## config.mk

```make
export PLATFORM = sky130hd
export DESIGN_NAME = fetch_pc_unit
export DESIGN_NICKNAME = d
export VERILOG_FILES = /design/src/rtl/fetch_pc_unit.sv
export SDC_FILE = /design/constraint.sdc
export NUM_CORES = 1
export LEC_CHECK = 0
export ABC_AREA = 1
export CORE_ASPECT_RATIO = 0.5
export CORE_MARGIN = 3
export CORE_UTILIZATION = 48
export DETAILED_ROUTE_END_ITERATION = 7
export MAX_ROUTING_LAYER = met4
export PLACE_DENSITY = 0.94
export SETUP_SLACK_MARGIN = 0.5
export SLEW_MARGIN = 40
export SYNTH_ARGS = -nofsm -noshare
export SYNTH_HDL_FRONTEND = slang
export SYNTH_SLANG_ARGS = --single-unit
```

## constraint.sdc

```tcl
create_clock -name clk -period 3.3 [get_ports clk]
set_clock_uncertainty 0.15 [all_clocks]
set_input_delay 0.99 -clock clk [delete_from_list [all_inputs] [get_ports clk]]
set_output_delay 0.99 -clock clk [all_outputs]
set_load 0.05 [all_outputs]
```

## src/rtl/fetch_pc_unit.sv

```systemverilog
// Instruction-fetch PC unit: owns the fetch PC, drives the instruction memory
// port, buffers a returned instruction across stalls and squashes in-flight
// reads when EX redirects the front end.
module fetch_pc_unit #(
    parameter logic [31:0] RESET_PC = 32'h00000060
) (
    input  logic        clk,
    input  logic        rst,
    input  logic        stall,
    input  logic [31:0] pred_addr,
    input  logic [31:0] recv_addr,
    input  logic        br_hazard,
    input  logic        imem_resp,
    input  logic [31:0] imem_rdata,
    output logic [31:0] pc,
    output logic        imem_read,
    output logic [31:0] imem_address,
    output logic [31:0] instr_out,
    output logic [31:0] pc_out,
    output logic        load_ifid,
    output logic        ifid_rst
);

    typedef enum logic [1:0] {
        FETCH  = 2'd0,
        HOLD   = 2'd1,
        SQUASH = 2'd2
    } state_e;

    state_e      state_q, state_d;
    logic [31:0] pc_q, pc_d;
    logic [31:0] buf_q, buf_d;
    logic [31:0] redir_addr_q, redir_addr_d;
    logic        redir;

    // A hazard only counts once EX has actually advanced.
    assign redir = br_hazard & ~stall;

    assign pc           = pc_q;
    assign imem_address = pc_q;

    // State, PC, holding buffer and pending-redirect registers.
    always_ff @(posedge clk) begin
        if (rst) begin
            state_q      <= FETCH;
            pc_q         <= RESET_PC;
            buf_q        <= '0;
            redir_addr_q <= '0;
        end else begin
            state_q      <= state_d;
            pc_q         <= pc_d;
            buf_q        <= buf_d;
            redir_addr_q <= redir_addr_d;
        end
    end

    // Next-state logic and IF/ID controls; reset forces the port quiet.
    always_comb begin
        state_d      = state_q;
        pc_d         = pc_q;
        buf_d        = buf_q;
        redir_addr_d = redir_addr_q;
        imem_read    = 1'b0;
        load_ifid    = 1'b0;
        ifid_rst     = 1'b0;
        instr_out    = imem_rdata;
        pc_out       = pc_q;

        unique case (state_q)
            FETCH: begin
                imem_read = 1'b1;
                if (redir) begin
                    load_ifid = 1'b1;
                    ifid_rst  = 1'b1;
                    if (imem_resp) begin
                        pc_d = recv_addr;
                    end else begin
                        redir_addr_d = recv_addr;
                        state_d      = SQUASH;
                    end
                end else if (imem_resp && !stall) begin
                    load_ifid = 1'b1;
                    pc_d      = pred_addr;
                end else if (imem_resp) begin
                    buf_d   = imem_rdata;
                    state_d = HOLD;
                end else if (!stall) begin
                    load_ifid = 1'b1;
                    ifid_rst  = 1'b1;
                end
            end
            HOLD: begin
                instr_out = buf_q;
                if (redir) begin
                    load_ifid = 1'b1;
                    ifid_rst  = 1'b1;
                    pc_d      = recv_addr;
                    state_d   = FETCH;
                end else if (!stall) begin
                    load_ifid = 1'b1;
                    pc_d      = pred_addr;
                    state_d   = FETCH;
                end
            end
            SQUASH: begin
                // The read at the old pc must complete before the new one
                // can be issued; its data never reaches IF/ID.
                imem_read = 1'b1;
                if (!stall) begin
                    load_ifid = 1'b1;
                    ifid_rst  = 1'b1;
                end
                if (redir) begin
                    redir_addr_d = recv_addr;
                end
                if (imem_resp) begin
                    pc_d    = redir ? recv_addr : redir_addr_q;
                    state_d = FETCH;
                end
            end
            default: begin
                state_d = FETCH;
            end
        endcase

        if (rst) begin
            imem_read = 1'b0;
            load_ifid = 1'b0;
            ifid_rst  = 1'b0;
            instr_out = '0;
            pc_out    = RESET_PC;
        end
    end

endmodule

```

==> results of run 1 <==
==> flip-flops by register name (all words and copies together), names as in the netlist <==
name / count
state_q: 2
redir_addr_q: 32
imem_address: 32
buf_q: 32
==> where the power goes <==
part | internal [W] | switching (W) | leakage (nW) | total (W)
combinational | 0.00141 | 0.00253 | 3.84 | 0.00394
sequential | 0.00143 | 0.000161 | 0.809 | 0.00159
clock | 0.000692 | 0.000492 | 0.157 | 0.00118
==> final cells by class <==
class	instances	share of cell area
multi-input cells	713	0.385
repair buffers	299	0.335
repair inverters	2	0.00237
clock inverters	5	0.00807
flip-flops and latches	98	0.186
diodes	1	0.000237
inverters	106	0.0405
clock buffers	11	0.0230
well taps	165	0.0196
==> worst min-delay path, delay by kind of cell, from the launching register on <==
| kind | cells | cell delay, ns |
|---|---|---|
| AND/OR/NAND/NOR | 1 | 0.07 |
| AO/OA/AOI/OAI | 1 | 0.06 |
| flip-flops | 1 | 0.35 |
==> cells by family after synthesis <==
group                    count (synthesis)  share of synthesized area
buffers and inverters                  207                      0.165
adder cells (fa/ha/maj)                  4                    0.00835
flip-flops                              98                      0.327
AND/OR/NAND/NOR                        511                      0.333
AO/OA/AOI/OAI                          198                      0.166
==> stage by stage <==
step                      total power [W]  std cells  area (µm²)
after global routing              0.00703       1400       10500
after detailed placement          0.00530       1343        9570
final                             0.00671       1400       10500
after CTS                         0.00660       1395       10400
after global placement            0.00517       1343        9570
after floorplan                   0.00421       1018        7000
==> routing by layer <==
metal / part of all wire / vias up
met3: 0.073 / 96
met4: 0.043 / 0
li1: - / 3555
met1: 0.38 / 3595
met5: 0 / -
met2: 0.51 / 407
==> final timing paths <==
kind	from	end	slack (ns)	cells after the start
worst max-delay path	state_q[1]$_SDFFE_PP0P_	instr_out[29]	0.35	8
worst min-delay path	state_q[0]$_SDFFE_PP0P_	state_q[0]$_SDFFE_PP0P_	0.36	2
worst max register to register	state_q[1]$_SDFFE_PP0P_	imem_address[5]$_SDFFE_PP1P_	0.99	11
worst min register to register	state_q[0]$_SDFFE_PP0P_	state_q[0]$_SDFFE_PP0P_	0.36	2
==> repair_timing <==
| item | 4_1_cts | 5_1_grt |
|---|---|---|
| cloned | 6 | 0 |
| gates resized for setup | 81 | 14 |
| buffers inserted | 30 | 4 |
| hold buffers | 0 | 0 |
| endpoints found under the hold margin | 0 | 0 |
| pin swaps | 4 | 2 |
| endpoints found under the setup margin | 68 | 59 |
==> cell usage in the layout (no fill, tap or decap), types with 3 or more instances in the layout <==
cell type	n
o21ai_4	30
buf_12	62
o21ai_0	33
dlygate4sd2_1	33
a21oi_1	97
buf_6	6
nor2_1	68
buf_4	61
nor2_4	33
inv_1	100
nand2_2	3
a21oi_4	32
clkbuf_16	9
nand3_1	38
inv_2	4
nand2_1	363
dfxtp_1	96
clkdlybuf4s50_1	128
o21ai_2	3
inv_6	3
buf_16	5
==> results.sh, run 1 <==
export IMPL_status="finished clean"
export IMPL_criticalPathCategory="flip-flop to output port"
export IMPL_slew_headroom=0.544
export IMPL_die_area_um2=13900
export IMPL_root_buffer="clkbuf_16"
export IMPL_place_congestion=0.936
export IMPL_num_vias=7653
export IMPL_num_io_pins=232
export IMPL_syn_nets=1123
export IMPL_cp_start_kind="flip-flop"
export IMPL_syn_inst=1018
export IMPL_die_h_um=85.0
export IMPL_period_needed_ns=2.95
export IMPL_gr_usage_all_layers=0.351
export IMPL_grt_max_degree=66
export IMPL_antenna_violating_nets_post_route=0
export IMPL_num_nets_final=1334
export IMPL_post_dp_hpwl_um=15800
export IMPL_synth_warnings=0
export IMPL_cp_common_cell="buf_12"
export IMPL_grt_setup_unrepaired="true"
export IMPL_critPathMaxStageDelay_ns=0.37
export IMPL_endpoint_kind="output port"
export IMPL_fin_crit_sh=0.894
export IMPL_async_reset_ff_frac=0
export IMPL_dpl_worst_slack_ns=-0.0437
export IMPL_dr_pass1_iters=5
export IMPL_hp_class="flip-flop to flip-flop"
export IMPL_cpMaxStageDelayCell="dfxtp_2"
export IMPL_synth_ff_type="dfxtp_1"
export IMPL_regArea_um2=1960
export IMPL_finalSetupViolCount=0
export IMPL_remaining_drc_errors=0
export IMPL_power_density_nw_per_um2=637
export IMPL_die_w_um=164
export IMPL_cts_tree="built"
export IMPL_via_per_inst=5.47
export IMPL_whs_ns=0.364
export IMPL_clkLatencyLatePin_ns=0.35
export IMPL_synthTopCellsByArea="dfxtp_1 (33%), nand2_1 (23%), a21oi_1 (11%)"
export IMPL_worstPathCellList="inv_4, ha_4, buf_12, buf_12, buf_16, o21ai_2, a21oi_4, buf_12"
export IMPL_avgSynthCellArea_um2=5.89
export IMPL_crit_required_ns=2.16
export IMPL_grt_pass1_wl_um=38100
export IMPL_cp_max_fo=8
export IMPL_cts_max_level=3
export IMPL_area_growth_syn_to_layout_pct=75.8
export IMPL_fillers=625
export IMPL_antenna_found_initial=1
export IMPL_synth_seq_area_share=0.327
export IMPL_rows=28
export IMPL_busiest_layer="met2"
export IMPL_yosys_register_bits=98
export IMPL_io_buffers=231
export IMPL_cap_viol_max_count=0
export IMPL_grtUsageMet2=0.634
export IMPL_max_freq_ghz=0.339
export IMPL_path_clk_slew_ns=0.07
export IMPL_clock_sinks=98
export IMPL_path_delay_family="buffers and inverters"
export IMPL_synth_edff_count=0
export IMPL_routed_wl_um=25200
export IMPL_wire_per_inst_um=18.0
export IMPL_cts_made_buffers=9
export IMPL_grt_pass1_vias=7646
export IMPL_drive_gt1_frac=0.222
export IMPL_post_route_util=0.877
export IMPL_worst_pin_slew_ns=0.683
export IMPL_yosysTopAreaCell="dfxtp_1"
export IMPL_drt_iter0_drc=660
export IMPL_slew_viol_final=0
export IMPL_netlist_area_um2=6000
export IMPL_tns_ns=0
export IMPL_met3_usage=0.0707
export IMPL_critPathArrivalTime_ns=1.81
export IMPL_use_met1=0.385
export IMPL_synthTopCellsByCount="nand2_1 (364), a21oi_1 (129), inv_1 (104)"
export IMPL_coreArea_um2=12000
export IMPL_synth_most_common_cell="nand2_1"
export IMPL_synth_top_area_share=0.327
export IMPL_clock_path_buffers=2
export IMPL_multi_input_area_um2=4060
export IMPL_initial_utilization=0.499
export IMPL_leakage_nw=4.80
export IMPL_hold_violations=0
export IMPL_grt_ovfl_total=0
export IMPL_synth_cell_types=22
export IMPL_critPathBufInv=5
export IMPL_peakVddDrop_mv=0.505
export IMPL_setup_ws_ns=0.349
Power figures use the tool's default switching activity.
==> run 2, diff against run 1 <==
- CORE_MARGIN: 3 -> not set
- SKIP_LAST_GASP: not set -> 1
==> run 2 against run 1 <==
Effect of this change:
- worst setup slack worse by 0.070 ns
- total power down 1.8%
- sequential share of layout area fell by 0.062 points
- worst hold slack gained 0.0020 ns
- highest routed layer unchanged
- maximum frequency is 2.3% lower
- largest power group unchanged
- routed wire length fell by 3.5%
- die area shrank 7.0%
- non-clock buffer count fell by 5
- first-iteration DRC count rose by 25%
==> results.sh, run 2 (synthesized netlist as in run 1, its figures left out) <==
export IMPL_criticalPathCategory="input port to output port"
export IMPL_cts_max_level=3
export IMPL_critPathArrivalTime_ns=1.88
export IMPL_cts_tree="built"
export IMPL_via_per_inst=5.43
export IMPL_dp_cells=1339
export IMPL_die_h_um=81.0
export IMPL_grt_pass1_vias=7184
export IMPL_r2r_start="state_q[0]$_SDFFE_PP0P_"
export IMPL_drt_iter0_drc=826
export IMPL_cp_startpoint="rst"
export IMPL_min_delay_start="buf_q[4]$_SDFFE_PP0P_"
export IMPL_antenna_violating_nets_post_route=0
export IMPL_worstPathCellList="buf_16, clkinv_16, buf_12, buf_12, o21ai_4, a21oi_4, buf_12"
export IMPL_grt_ovfl_total=0
export IMPL_finalSetupViolCount=0
export IMPL_r2r_setup_slack_ns=1.01
export IMPL_r2r_end="state_q[1]$_SDFFE_PP0P_"
export IMPL_tns_ns=0
export IMPL_remaining_drc_errors=0
export IMPL_hold_depth=2
export IMPL_mostFrequentLayoutCell="nand2_1"
export IMPL_endpoint_kind="output port"
export IMPL_gr_usage_all_layers=0.368
export IMPL_whs_endpoint="buf_q[4]$_SDFFE_PP0P_"
export IMPL_fin_crit_sh=0.915
export IMPL_routed_wl_um=24300
export IMPL_place_congestion=0.879
export IMPL_grt_pass1_wl_um=36300
export IMPL_dpl_worst_slack_ns=-0.0637
export IMPL_num_io_pins=232
export IMPL_instances_no_fill=1392
export IMPL_worst_pin_slew_ns=0.671
export IMPL_cap_viol_max_count=0
export IMPL_num_vias=7565
export IMPL_clkLatencyLatePin_ns=0.34
export IMPL_critPathMaxStageDelay_ns=0.17
export IMPL_area_growth_syn_to_layout_pct=76.4
export IMPL_clock_sinks=98
export IMPL_initial_utilization=0.500
export IMPL_grt_setup_unrepaired="true"
export IMPL_cp_start_kind="input port"
export IMPL_dr_pass1_iters=5
export IMPL_path_clk_slew_ns=0.07
export IMPL_clock_path_buffers=2
export IMPL_coreArea_um2=12000
export IMPL_postCtsHoldBufs=0
export IMPL_peakVddDrop_mv=0.545
export IMPL_antenna_cells=0
export IMPL_root_buffer="clkbuf_16"
export IMPL_hold_violations=0
export IMPL_setup_ws_ns=0.279
export IMPL_crit_required_ns=2.16
export IMPL_antenna_found_initial=0
export IMPL_drive_gt1_frac=0.217
export IMPL_period_needed_ns=3.02
export IMPL_slew_headroom=0.552
export IMPL_die_area_um2=13000
export IMPL_io_buffers=231
export IMPL_post_dp_hpwl_um=14700
export IMPL_ff2ff_path_depth=9
export IMPL_power_density_nw_per_um2=623
export IMPL_cp_common_cell="buf_12"
export IMPL_die_w_um=160
export IMPL_cp_max_fo=8
export IMPL_cpMaxStageDelayCell="a21oi_4"
export IMPL_leakage_nw=4.81
export IMPL_hp_class="flip-flop to flip-flop"
export IMPL_grt_max_degree=66
export IMPL_num_nets_final=1328
export IMPL_mostFrequentLayoutCells="nand2_1 (364), clkdlybuf4s50_1 (128), inv_1 (100)"
export IMPL_rows=28
export IMPL_max_freq_ghz=0.331
export IMPL_wire_per_inst_um=17.5
export IMPL_cts_made_buffers=9
export IMPL_slew_viol_final=0
export IMPL_status="finished clean"
## run 2: stage by stage
stage	hold WS, ns	utilization	instance area (µm²)	power, W
after floorplan	0.322	-	7000	0.00421
final	0.366	0.883	10600	0.00659
after global routing	0.387	0.883	10600	0.00686
after global placement	0.339	0.797	9550	0.00517
after CTS	0.363	0.877	10500	0.00648
after detailed placement	0.349	0.797	9550	0.00528
## run 2: how the worst max path moves through the flow
| stage | to | depth (start not counted) | slack, ns |
|---|---|---|---|
| after detailed placement | ifid_rst | 6 | -0.06 |
| after global routing | instr_out[22] | 7 | 0.27 |
| after CTS | ifid_rst | 6 | 0.33 |
| final | instr_out[22] | 7 | 0.28 |
| after floorplan | instr_out[10] | 6 | 0.28 |
| after global placement | ifid_rst | 6 | -0.04 |
## run 2: layer usage
metal,routed length [µm],track usage
met1,8980,0.395
met2,12400,0.680
met3,2000,0.0730
met4,952,0.156
met5,0,-
## run 2: worst max-delay path: cells and delay by family
kind	cells	cell delay (ns)
compound gates	2	0.27
buf+inv	5	0.61
## run 2: cell type report
cell class              instances  area, µm²
clock inverters                 6       65.1
repair buffers                294       3620
repair inverters                1       16.3
clock buffers                   9        225
fillers                       608       1410
flip-flops and latches         98       1960
multi-input cells             713       4050
well taps                     165        206
inverters                     106        424
## run 2: repair_timing
item	in CTS	in global routing
pin swaps	11	6
resized for setup	105	6
cloned	8	0
setup buffers	26	4
setup endpoints to repair	63	36
## run 2: power by group
part           switching (W)  internal (W)
Combinational        0.00250       0.00141
Sequential          0.000156       0.00143
Clock               0.000499      0.000588
Total                0.00316       0.00343
